<file path="src/rtl/hsv_core_mem_response_queue.sv">
// Memory response queue: holds up to DEPTH issued load/store descriptors in
// program order, pairs them with in-order AXI R/B responses, formats load data,
// retires posted memory stores early and drains responses orphaned by a flush.
module hsv_core_mem_response_queue #(
  parameter int DATA_W          = 32,
  parameter int DEPTH           = 4,
  parameter int MAX_OUTSTANDING = 8,
  parameter int TAG_W           = 5
) (
  input  logic                       clk_core,
  input  logic                       rst_core,
  input  logic                       flush,
  input  logic                       in_valid,
  output logic                       in_ready,
  input  logic                       in_is_write,
  input  logic [1:0]                 in_size,
  input  logic                       in_sign_extend,
  input  logic                       in_misaligned,
  input  logic                       in_is_memory,
  input  logic [31:0]                in_addr,
  input  logic [TAG_W-1:0]           in_tag,
  input  logic                       r_valid,
  output logic                       r_ready,
  input  logic [DATA_W-1:0]          r_data,
  input  logic [1:0]                 r_resp,
  input  logic                       b_valid,
  output logic                       b_ready,
  input  logic [1:0]                 b_resp,
  output logic                       out_valid,
  input  logic                       out_ready,
  output logic [TAG_W-1:0]           out_tag,
  output logic [DATA_W-1:0]          out_result,
  output logic                       out_writeback,
  output logic                       out_exception,
  output logic [3:0]                 out_exc_cause,
  output logic [31:0]                out_exc_value,
  output logic [$clog2(DEPTH+1)-1:0] occupancy
);

  localparam int PTR_W = $clog2(DEPTH);
  localparam int OCC_W = $clog2(DEPTH+1);
  localparam int CNT_W = $clog2(MAX_OUTSTANDING+1);
  localparam int OFF_W = $clog2(DATA_W/8);

  // descriptor storage
  logic              r_q_is_write  [DEPTH];
  logic [1:0]        r_q_size      [DEPTH];
  logic              r_q_sext      [DEPTH];
  logic              r_q_mis       [DEPTH];
  logic              r_q_is_memory [DEPTH];
  logic [31:0]       r_q_addr      [DEPTH];
  logic [TAG_W-1:0]  r_q_tag       [DEPTH];

  logic [PTR_W-1:0]  r_rd_ptr, r_wr_ptr;
  logic [OCC_W-1:0]  r_occ;
  logic [CNT_W-1:0]  r_drain_r, r_drain_w, r_discard_w;

  logic              r_out_valid;
  logic [TAG_W-1:0]  r_out_tag;
  logic [DATA_W-1:0] r_out_result;
  logic              r_out_writeback, r_out_exception;
  logic [3:0]        r_out_exc_cause;
  logic [31:0]       r_out_exc_value;

  logic              w_head_valid, w_head_load, w_head_mstore, w_head_iostore, w_head_mis;
  logic              w_adv, w_busy_r, w_busy_w;
  logic              w_push, w_retire, w_r_hs, w_b_hs;
  logic [31:0]       w_inflight;
  logic [CNT_W-1:0]  w_flush_loads, w_flush_stores;
  logic [CNT_W-1:0]  w_drain_r_n, w_drain_w_n, w_discard_w_n;
  logic [PTR_W-1:0]  w_idx;
  logic [DATA_W-1:0] w_res_result;
  logic              w_res_writeback, w_res_exception;
  logic [3:0]        w_res_exc_cause;
  logic [31:0]       w_res_exc_value;
  logic              w_unused;

  assign w_unused = ^{r_resp[0], b_resp[0]};

  // shift the addressed bytes down, keep 8/16/32/64 bits, extend the rest
  function automatic logic [DATA_W-1:0] fmt_load(input logic [DATA_W-1:0] data,
                                                 input logic [OFF_W-1:0]  off,
                                                 input logic [1:0]        size,
                                                 input logic              sext);
    logic [DATA_W-1:0] sh;
    logic [DATA_W-1:0] mask;
    logic              top;
    sh = data >> {off, 3'b000};
    case (size)
      2'd0:    begin mask = DATA_W'(8'hFF);         top = sh[7];        end
      2'd1:    begin mask = DATA_W'(16'hFFFF);      top = sh[15];       end
      2'd2:    begin mask = DATA_W'(32'hFFFF_FFFF); top = sh[31];       end
      default: begin mask = '1;                     top = sh[DATA_W-1]; end
    endcase
    return (sh & mask) | ((sext & top) ? ~mask : '0);
  endfunction

  assign w_head_valid   = (r_occ != '0);
  assign w_head_mis     = w_head_valid & r_q_mis[r_rd_ptr];
  assign w_head_load    = w_head_valid & ~r_q_mis[r_rd_ptr] & ~r_q_is_write[r_rd_ptr];
  assign w_head_mstore  = w_head_valid & ~r_q_mis[r_rd_ptr] & r_q_is_write[r_rd_ptr] & r_q_is_memory[r_rd_ptr];
  assign w_head_iostore = w_head_valid & ~r_q_mis[r_rd_ptr] & r_q_is_write[r_rd_ptr] & ~r_q_is_memory[r_rd_ptr];

  assign w_adv    = ~r_out_valid | out_ready;
  assign w_busy_r = (r_drain_r != '0);
  assign w_busy_w = (r_drain_w != '0) | (r_discard_w != '0);

  // The head never handshakes in a flush cycle, so its response is still
  // outstanding and is counted into the drain along with the rest of the queue.
  assign r_ready = ~rst_core & (w_busy_r | (w_head_load & w_adv & ~flush));
  assign b_ready = ~rst_core & (w_busy_w | (w_head_iostore & w_adv & ~flush));
  assign w_r_hs  = r_valid & r_ready;
  assign w_b_hs  = b_valid & b_ready;

  assign w_inflight = 32'(r_occ) + 32'(r_drain_r) + 32'(r_drain_w) + 32'(r_discard_w);
  assign in_ready   = ~rst_core & (r_occ < OCC_W'(DEPTH)) & (w_inflight < 32'(MAX_OUTSTANDING));
  assign w_push     = in_valid & in_ready & ~flush;

  assign w_retire = ~rst_core & ~flush & w_adv &
                    (w_head_mis | w_head_mstore |
                     (w_head_load & ~w_busy_r & r_valid) |
                     (w_head_iostore & ~w_busy_w & b_valid));

  // count issued loads and stores still queued, for the flush drain
  always_comb begin
    w_flush_loads  = '0;
    w_flush_stores = '0;
    w_idx          = '0;
    for (int k = 0; k < DEPTH; k++) begin
      w_idx = r_rd_ptr + PTR_W'(k);
      if ((OCC_W'(k) < r_occ) && !r_q_mis[w_idx]) begin
        if (r_q_is_write[w_idx]) w_flush_stores = w_flush_stores + CNT_W'(1);
        else                     w_flush_loads  = w_flush_loads  + CNT_W'(1);
      end
    end
  end

  // next values of the drain/discard counters; inc and dec in one cycle cancel
  always_comb begin
    w_drain_r_n   = r_drain_r;
    w_drain_w_n   = r_drain_w;
    w_discard_w_n = r_discard_w;
    if (w_r_hs && w_busy_r) w_drain_r_n = w_drain_r_n - CNT_W'(1);
    if (w_b_hs && (r_drain_w != '0)) w_drain_w_n = w_drain_w_n - CNT_W'(1);
    else if (w_b_hs && (r_discard_w != '0)) w_discard_w_n = w_discard_w_n - CNT_W'(1);
    if (w_retire && w_head_mstore) w_discard_w_n = w_discard_w_n + CNT_W'(1);
    if (flush) begin
      w_drain_r_n = w_drain_r_n + w_flush_loads;
      w_drain_w_n = w_drain_w_n + w_flush_stores;
    end
  end

  // result of the head op if it retires this cycle
  always_comb begin
    w_res_result    = '0;
    w_res_writeback = 1'b0;
    w_res_exception = 1'b0;
    w_res_exc_cause = 4'd0;
    w_res_exc_value = 32'd0;
    if (w_head_mis) begin
      w_res_exception = 1'b1;
      w_res_exc_cause = r_q_is_write[r_rd_ptr] ? 4'd6 : 4'd4;
      w_res_exc_value = r_q_addr[r_rd_ptr];
    end else if (w_head_load) begin
      if (r_resp[1]) begin
        w_res_exception = 1'b1;
        w_res_exc_cause = 4'd5;
        w_res_exc_value = r_q_addr[r_rd_ptr];
      end else begin
        w_res_result    = fmt_load(r_data, r_q_addr[r_rd_ptr][OFF_W-1:0],
                                   r_q_size[r_rd_ptr], r_q_sext[r_rd_ptr]);
        w_res_writeback = 1'b1;
      end
    end else if (w_head_iostore && b_resp[1]) begin
      w_res_exception = 1'b1;
      w_res_exc_cause = 4'd7;
      w_res_exc_value = r_q_addr[r_rd_ptr];
    end
  end

  // descriptor storage write on push
  always_ff @(posedge clk_core) begin
    if (w_push) begin
      r_q_is_write[r_wr_ptr]  <= in_is_write;
      r_q_size[r_wr_ptr]      <= in_size;
      r_q_sext[r_wr_ptr]      <= in_sign_extend;
      r_q_mis[r_wr_ptr]       <= in_misaligned;
      r_q_is_memory[r_wr_ptr] <= in_is_memory;
      r_q_addr[r_wr_ptr]      <= in_addr;
      r_q_tag[r_wr_ptr]       <= in_tag;
    end
  end

  // pointers, occupancy and drain counters
  always_ff @(posedge clk_core) begin
    if (rst_core) begin
      r_rd_ptr    <= '0;
      r_wr_ptr    <= '0;
      r_occ       <= '0;
      r_drain_r   <= '0;
      r_drain_w   <= '0;
      r_discard_w <= '0;
    end else begin
      r_drain_r   <= w_drain_r_n;
      r_drain_w   <= w_drain_w_n;
      r_discard_w <= w_discard_w_n;
      if (flush) begin
        r_rd_ptr <= '0;
        r_wr_ptr <= '0;
        r_occ    <= '0;
      end else begin
        if (w_push)   r_wr_ptr <= r_wr_ptr + PTR_W'(1);
        if (w_retire) r_rd_ptr <= r_rd_ptr + PTR_W'(1);
        case ({w_push, w_retire})
          2'b10:   r_occ <= r_occ + OCC_W'(1);
          2'b01:   r_occ <= r_occ - OCC_W'(1);
          default: r_occ <= r_occ;
        endcase
      end
    end
  end

  // registered result stage
  always_ff @(posedge clk_core) begin
    if (rst_core) begin
      r_out_valid     <= 1'b0;
      r_out_tag       <= '0;
      r_out_result    <= '0;
      r_out_writeback <= 1'b0;
      r_out_exception <= 1'b0;
      r_out_exc_cause <= 4'd0;
      r_out_exc_value <= 32'd0;
    end else if (flush) begin
      r_out_valid <= 1'b0;
    end else if (w_retire) begin
      r_out_valid     <= 1'b1;
      r_out_tag       <= r_q_tag[r_rd_ptr];
      r_out_result    <= w_res_result;
      r_out_writeback <= w_res_writeback;
      r_out_exception <= w_res_exception;
      r_out_exc_cause <= w_res_exc_cause;
      r_out_exc_value <= w_res_exc_value;
    end else if (out_ready) begin
      r_out_valid <= 1'b0;
    end
  end

  assign out_valid     = r_out_valid;
  assign out_tag       = r_out_tag;
  assign out_result    = r_out_result;
  assign out_writeback = r_out_writeback;
  assign out_exception = r_out_exception;
  assign out_exc_cause = r_out_exc_cause;
  assign out_exc_value = r_out_exc_value;
  assign occupancy     = r_occ;

endmodule

</file>
<file path="config.mk">
export PLATFORM = sky130hd
export DESIGN_NAME = hsv_core_mem_response_queue
export DESIGN_NICKNAME = d
export VERILOG_FILES = /design/src/rtl/hsv_core_mem_response_queue.sv
export SDC_FILE = /design/constraint.sdc
export NUM_CORES = 1
export LEC_CHECK = 0
export BUFFER_PORTS_ARGS = -buffer_cell sky130_fd_sc_hd__buf_2
export CAP_MARGIN = 25
export CORE_UTILIZATION = 35
export CTS_BUF_LIST = sky130_fd_sc_hd__clkbuf_4 sky130_fd_sc_hd__clkbuf_8
export DETAILED_ROUTE_END_ITERATION = 7
export GPL_ROUTABILITY_DRIVEN = 1
export PLACE_DENSITY_LB_ADDON = 0.3
export SLEW_MARGIN = 25
export SYNTH_ARGS = -nofsm -noshare
export SYNTH_HDL_FRONTEND = slang
export SYNTH_SLANG_ARGS = --single-unit
export TNS_END_PERCENT = 1
</file>
<file path="constraint.sdc">
create_clock -name clk_core -period 5.5 [get_ports clk_core]
set_input_delay 0.55 -clock clk_core [delete_from_list [all_inputs] [get_ports clk_core]]
set_output_delay 0.55 -clock clk_core [all_outputs]
set_load 0.01 [all_outputs]
</file>
# Word level (Yosys, flattened, before mapping)
# Memories as Yosys holds them, arrays and structs flattened. A register that Yosys moved wholly into a read port is not among the register bits.
# Index checks and enable logic that the tools add are counted.
[op_classes]
bitwise_logic = 44
n_eq_ne = 3
reduce_logical = 22
muxes = 68
magnitude_cmp = 6
addsub = 21
shifts = 1
[op_table]
columns = ["op", "count"]
rows = [
  ["$mux W32", 11],
  ["$mux W4", 21],
  ["$pmux W32 S2", 1],
  ["$and A32 B32 Y32", 1],
  ["$not A32 Y32", 1],
  ["$or A32 B32 Y32", 1],
  ["$shr A32 B5 Y32", 1],
  ["$add A4 B1 Y4 const B", 7],
  ["$and A1 B1 Y1", 26],
  ["$mux W2", 13],
  ["$mux W1", 18],
  ["$reduce_bool A4 Y1", 3],
  ["$sub A4 B1 Y4 const B", 3],
  ["$logic_and A1 B1 Y1", 9],
  ["$add A4 B4 Y4", 2],
  ["$not A1 Y1", 8],
  ["$add A6 B4 Y7", 1],
  ["$lt A7 B4 Y1 const B", 1],
  ["$or A1 B1 Y1", 7],
  ["$add A5 B4 Y6", 1],
  ["$lt A1 B3 Y1 const A", 2],
  ["$lt A2 B3 Y1 const A", 2],
  ["$mux W3", 2],
  ["$pmux W3 S2", 1],
  ["15 further kinds", 22],
]
[word_totals]
ramBits = 172
elab_cells = 184
output_inout_bits = 82
mem_count = 7
register_bits = 90
[memory_table]
columns = ["name", "depth", "width", "rd", "rd_clocked_by_memory_dff", "wr", "line", "source"]
rows = [
  ["r_q_addr", 4, 32, 1, 1, 1, "51", "logic [31:0] r_q_addr [DEPTH];"],
  ["r_q_tag", 4, 5, 1, 1, 1, "52", "logic [TAG_W-1:0] r_q_tag [DEPTH];"],
  ["r_q_size", 4, 2, 1, 1, 1, "47", "logic [1:0] r_q_size [DEPTH];"],
  ["r_q_is_memory", 4, 1, 1, 1, 1, "50", "logic r_q_is_memory [DEPTH];"],
  ["r_q_is_write", 4, 1, 4, 1, 1, "46", "logic r_q_is_write [DEPTH];"],
  ["r_q_mis", 4, 1, 4, 1, 1, "49", "logic r_q_mis [DEPTH];"],
  ["1 more memories", "--", "--", "--", "--", "--", "--", ""],
]

# Longest topological paths before layout
# Gate-level depths: netlist (run 1).
[depth]
ltp_word = 14
ltp_mapped = 21

# Worst setup path after synthesis (run 1)
# OpenSTA, ideal clock, no wires.
[synth_timing]
kind = "register to register"
startpoint = "reg r_occ[2] (netlist: occupancy[2])"
endpoint = "mem r_q_addr[0][0] (enable)"
slack_ns = 0.956
stages_incl_launch_ff = 12
setup_time_ns = 0.405
synth_period_minus_slack_ns = 4.544
t_arrival_ns = 4.140
path_cell_list = "dfxtp_1 > clkinv_1 > fa_1 > fa_1 > inv_1 > ha_1 > nor4_1 > nand2_1 > nor4_1 > nand2_1 > nor2_1 > and2_1"
[synth_via]
elab_chain_cells = 9
elab_cells_between_ends = 11
classes_between = "add/sub (3); order compare (2); mux (2); bitwise (4)"
[synth_rtl]
columns = ["element", "line", "source"]
rows = [
  ["from (decl)", "55", "logic [OCC_W-1:0] r_occ;"],
  ["from (signal assigned)", "215", "2'b10: r_occ <= r_occ + OCC_W'(1);"],
  ["from (signal assigned)", "216", "2'b01: r_occ <= r_occ - OCC_W'(1);"],
  ["from (signal assigned)", "217", "default: r_occ <= r_occ;"],
  ["$add A3 B4 Y5", "115", "assign w_inflight = 32'(r_occ) + 32'(r_drain_r) + 32'(r_drain_w) + 32'(r_discard_w);"],
  ["$add A5 B4 Y6", "115", ""],
  ["$add A6 B4 Y7", "115", ""],
  ["$lt A7 B4 Y1", "116", "assign in_ready = ~rst_core & (r_occ < OCC_W'(DEPTH)) & (w_inflight < 32'(MAX_OUTSTANDING));"],
  ["$and A1 B1 Y1 (*)", "116", ""],
  ["named net in_ready", "14", "output logic in_ready,"],
  ["$and A1 B1 Y1 (*) (2 in series)", "117", "assign w_push = in_valid & in_ready & ~flush;"],
  ["$mux W1 (*)", "183", "if (w_push) begin"],
  ["$mux W1 (implied by the code) (*)", "189", "r_q_addr[r_wr_ptr] <= in_addr;"],
  ["to (decl)", "51", ""],
]
# Mark *: on every way through the listed nets, which the timed path passes. The rest lies on a longest branch.

==> impl_results.md, run 1 <==
- Crit path required time: 5.99 ns
- H-tree Lvls: 2
- RePlAce Congestion: 0.821
- Pwr dens: 309 nW/um^2
- Via count: 7340
- TritonCTS clock tree: yes
- Cts hold-fix bufs: 0
- Drt total wl: approximately 27000 um
- Synth Cell Area: between 10000 and 15000 sq um
- Area fraction of the dominant cell type after synthesis: 44.5%
- Critical setup path kind: reg2reg
- Lkg Pwr: ~0.0053 uW
- DR vias/cell: 4.95
- Syn_nets: 947
- Clock sink count: around 270
- Die W: 184 um
- Syn avg cell area: 14.1 sq um
- Fin Clk Skew: 0.0204 ns
- Fmax: about 220 MHz
- Period utilisation layout: 83.5%
- Hold Fails Final Rpt: 0
- CTS root buffer: clkbuf_8
- Final min period: 4.59 ns
- Post-CTS Resized: 0
- Pins Over Slew Limit: 0
- Drt first pass iters: 4
- Min Hold Slack: 0.194 ns
- Worst-Margin Slew: 0.886 ns
- Max-cap violation count: 0
- Async SR Flop Fraction: 0%
- Status: finished, final reports clean
- Drt initial violations: 343
- Drt drc: 0
- First-pass GRT wire length: about 42000 um
- Layout Nets: roughly 1100
- Antenna viol nets, final: 0
- Relative slew slack: 40.9%
- Ys flop type: edfxtp_1
- Total congestion overflow: 0
- DP HPWL: 17900 um
- Worst-case clock buffer depth: 3
- Syn Inst Count: 821
- Cts bufs inserted: 46
- Vias in the first global route: 7508
- Crit. End Element: register
- Commonest cells post-synth: edfxtp_1 (172), dfxtp_1 (95), nor2_1 (51)
- Arr. time, crit path: just over 5 ns
- Area Overhead vs Synth: 19.0%
- Layout cell share with drive strength beyond 1: 31.7%
- Most frequent cell after synthesis: edfxtp_1
- Fillers: 3024
- DIE AREA: 33900 sq um
- Worst-skew pair later-pin latency: 0.57 ns
- Core footprint: 32600 sq um
- Synth cell types: 65
- Total track usage: approximately 16%
- Initial antenna violation count: 6
- Ranking of synthesized cells by area: edfxtp_1 (45%), dfxtp_1 (16%), mux4_2 (9.1%)
- Seq/Total Area, Yosys: 60.9%
- Final setup TNS: 0 ns
- RSZ-0062 raised after global routing: false
- Ys Warns: 0
- Die span in y: 184 um
- Final setup viols: 0
- Yosys top cell by area: edfxtp_1
- Worst VDD drop: 0.216 mV
- FF+latch count, synth: around 270
- Area of the multi-input gates: 4140 sq um
- Starting Density: 35.6%
- Setup Fix Bufs, Post-CTS: 0
- Top Ports: 168
- Clock-pin slew on the worst setup and hold paths: about 0.060 ns
- CP startpoint kind: register
- EDFF count, synth: roughly 170
- Worst Hold Class: in2reg
- Register Area: between 7000 and 8000 sq um
- Critical-path maximum fanout: 18
- IO buf count: 164
- Largest net degree at the start of global routing: 44
- Row cnt: 66
- Wirelength per Cell: 18.3 um
[critical path: stages, from the launching register on]
cell and delay (ns):
dfxtp_2 0.66, mux4_2 0.47, and2_1 0.19, ha_1 0.28, inv_1 0.06, a211oi_1 0.04
a31oi_1 0.34, inv_1 0.09, ha_1 0.29, mux2_2 0.29, ha_1 0.29, mux2_2 0.29
ha_1 0.30, a21o_1 0.17, a21o_1 0.18, and4_1 0.20, o31a_1 0.27, nor3_1 0.11
[layer usage]
metal  vias up  part of all wire, %  global-route usage, %  wire length (um)
met4         6                  2.3                   5.33               631
met2       235                   48                   27.8             13000
met1      3546                   42                   19.7             11300
li1       3498                    -                      -                 -
met5         -                 0.15                      0                40
met3        55                  7.6                   4.75              2070
[worst paths after layout]
check / startpoint / endpoint / slack, ns / cells past startpoint
max: register / r_drain_r[3] / 0.91 / 17
max reg2reg: register / r_drain_r[3] / 0.91 / 17
min reg2reg: out_exc_cause[0] / out_exc_cause[0] / 0.45 / 2
min: in_addr[14] / r_q_addr[2][14] / 0.19 / 1
[cells in the final DEF, fill, tap and decap left out, types with 10 or more instances in the layout]
cell type  count
edfxtp_1     172
buf_2        164
dfxtp_1       93
nor2_1        50
clkbuf_8      49
mux4_2        47
nand2_1       46
inv_1         40
a22o_1        40
a21oi_1       39
ha_1          32
mux2i_1       31
o21ai_0       27
clkbuf_4      20
xnor2_1       10
xor2_1        10
buf_4         10
[registers in the layout (all words and copies together) (netlist names), 2 cells and up, named ones only]
register	cells
occupancy	3
out_exc_cause	3
out_exc_value	32
out_result	32
out_tag	5
r_discard_w	4
r_drain_r	4
r_drain_w	4
r_q_addr	128
r_q_is_memory	4
r_q_is_write	4
r_q_mis	4
r_q_sext	4
r_q_size	8
r_q_tag	20
r_rd_ptr	2
r_wr_ptr	2
[layout make-up]
cell class	instances	share of cell area (%)
antenna	3	0.0543
clock buffer	69	5.97
clock inverter	15	0.879
inverter	43	1.19
multi-input combinational	469	30.0
sequential	267	51.2
tap	442	4.00
timing repair buffer	176	6.78
[power breakdown]
part | internal, uW | switching (uW) | total (uW)
logic | 112 | 164 | 276
registers | 2160 | 15.1 | 2180
clock network | 1020 | 792 | 1810
total | 3290 | 972 | 4260
[per-stage QoR]
stage               setup WS [ns]  cell area [sq um]  std cells  utilization (%)  power (uW)
floorplan                   0.956              11600        821                -        2390
global placement            0.966              12900       1397             39.4        2490
detailed placement          0.937              12900       1397             39.4        2500
CTS                         0.907              13800       1481             42.3        4340
global route                0.544              13800       1481             42.3        4450
finish                      0.905              13800       1484             42.3        4260
[kinds of logic after synthesis]
kind of cell / share of synthesized area, %
muxes: 12.6
and+or+nand+nor: 7.31
other: 0.0323
buffers and inverters: 3.50
AOI/OAI and AO/OA: 9.34
adders and majority gates: 4.83
xor gates and xnor gates: 1.51
DFF: 60.9
Note: power is estimated with default switching activity, not from simulation.
==> run 2: changes to the inputs <==
Clock period 5.5 ns to 4.8 ns, I/O delays scaled along.
==> impl_results.md, run 2 (synthesis results as in run 1) <==
- Worst VDD drop: about 0.26 mV
- CTS root buffer: clkbuf_8
- H-tree Lvls: 2
- Max-cap violation count: 0
- Fin Clk Skew: 0.0224 ns
- Row cnt: 66
- Initial antenna violation count: 5
- Most frequent cells in the layout: edfxtp_1 (172), buf_2 (164), dfxtp_1 (93)
- Fillers: around 3000
- Starting Density: 35.6%
- Drt drc: 0
- CP endpoint: r_drain_w[3]
- DR vias/cell: just under 5
- Max FFs per register: ~130
- Total congestion overflow: 0
- R2R Path End: r_drain_w[3]
- DIE AREA: 33900 sq um
- Placed cell count: 1400
- Period utilisation layout: 91.1%
- Layout cell share with drive strength beyond 1: 32.2%
- Worst-Margin Slew: roughly 0.9 ns
- Final setup viols: 0
- Vias in the first global route: 7500
- TritonCTS clock tree: yes
- Final setup TNS: 0 ns
- Critical setup path kind: reg2reg
- Arr. time, crit path: 4.81 ns
- Clock sink count: about 270
- Worst-skew pair later-pin latency: 0.58 ns
- R2R cell count: 14
- Top Ports: 168
- Clock-pin slew on the worst setup and hold paths: 0.06 ns
- Commonest non-fill, non-tap cell in the layout: edfxtp_1
- Layout Nets: 1135
- Worst-case clock buffer depth: 3
- Hold Fails Final Rpt: 0
- RSZ-0062 raised after global routing: false
- Wirelength per Cell: 18.1 um
- Biggest register: r_q_addr
- DP HPWL: 17400 um
- Die span in y: about 180 um
- First-pass GRT wire length: 41600 um
- R2R setup slack: between 0.4 and 0.5 ns
- Worst Setup SP: r_q_mis[2]
- Critical-path maximum fanout: 6
- Crit. End Element: register
- Largest net degree at the start of global routing: 44
- Drt first pass iters: 4
- Worst Hold Class: in2reg
- Fmax: roughly 230 MHz
- Die W: 184 um
- Cts hold-fix bufs: 0
- Non-Filler Instances: between 1000 and 1500
- RePlAce Congestion: 0.867
- Cts bufs inserted: a little under 50
- Antenna viol nets, final: 0
- Drt initial violations: 304
- Via count: 7349
- Area Overhead vs Synth: 20.0%
- IO buf count: 164
- Total track usage: 16.2%
- Relative slew slack: between 40% and 50%
- Drt total wl: 27000 um
- Final min period: 4.37 ns
- FF-to-FF Start: r_q_mis[2]
- Pwr dens: around 360 nW/um^2
- Core footprint: 32600 sq um
- Post-CTS Resized: 0
- CP startpoint kind: register
- Status: finished, final reports clean
- Lkg Pwr: 0.00535 uW
- Pins Over Slew Limit: 0
- Setup Fix Bufs, Post-CTS: 0
- Crit path required time: 5.23 ns
[run 2: changes by cell type in the layout (fill, tap and decap cells not counted), sizes merged]
cell and change:
clkinv -3, bufinv +1, clkinvlp +2, clkbuf +4
inv -1, buf +3
[run 2: routing by layer]
layer | share of wire (%) | GRT usage [%] | up-vias | wire length [um]
met5 | 0.10 | 0 | - | 27
met4 | 2.2 | 5.87 | 4 | 591
met3 | 7.2 | 5.09 | 42 | 1930
met2 | 48 | 27.0 | 204 | 12900
met1 | 43 | 19.7 | 3586 | 11500
li1 | - | - | 3513 | -
[run 2: report_power, final]
part           switching (uW)  internal (uW)
clock network             931           1280
registers                16.8           2480
logic                     189            129
total                    1140           3890
[run 2: final cells by class]
class	instances	area, sq um	share of cell area, %
repair buffers	179	971	6.97
diodes	3	7.51	0.0539
flip-flops and latches	267	7070	50.8
clock buffers	73	880	6.32
clock inverters	14	139	0.998
multi-input cells	469	4140	29.7
inverters	43	164	1.18
well taps	442	553	3.97
[run 2: critical path: stages, from the launching register on]
cell and delay [ns]:
edfxtp_1 0.46, mux4_2 0.58, nor3b_1 0.29, ha_1 0.27
mux2_2 0.31, ha_1 0.29, mux2_2 0.29, ha_1 0.31
mux2_2 0.27, ha_1 0.29, a21o_1 0.18, a21oi_1 0.21
nor4_1 0.10, nor4_1 0.30, nor3b_2 0.07
[run 2: worst min path at each step]
| stage | from | end | depth (start not counted) | slack [ns] |
|---|---|---|---|---|
| floorplan | out_exc_cause[0] | out_exc_cause[0] | 2 | 0.48 |
| global placement | out_exc_cause[1] | out_exc_cause[1] | 2 | 0.44 |
| detailed placement | out_tag[4] | out_tag[4] | 2 | 0.45 |
| CTS | in_addr[20] | r_q_addr[2][20] | 1 | 0.05 |
| global route | in_addr[20] | r_q_addr[2][20] | 1 | 0.06 |
| finish | in_addr[15] | r_q_addr[3][15] | 1 | 0.11 |
[run 2: metrics by stage]
stage          util [%]  setup WS (ns)  total power (uW)  hold slack [ns]  area [sq um]
2_1_floorplan         -          0.256              2740            0.476         11600
6_report           42.7          0.427              5030            0.105         13900
5_1_grt            42.7          0.237              5250           0.0556         13900
3_3_place_gp       39.5          0.499              2860            0.439         12900
4_1_cts            42.7          0.439              5110           0.0520         13900
3_5_place_dp       39.5          0.463              2860            0.446         12900
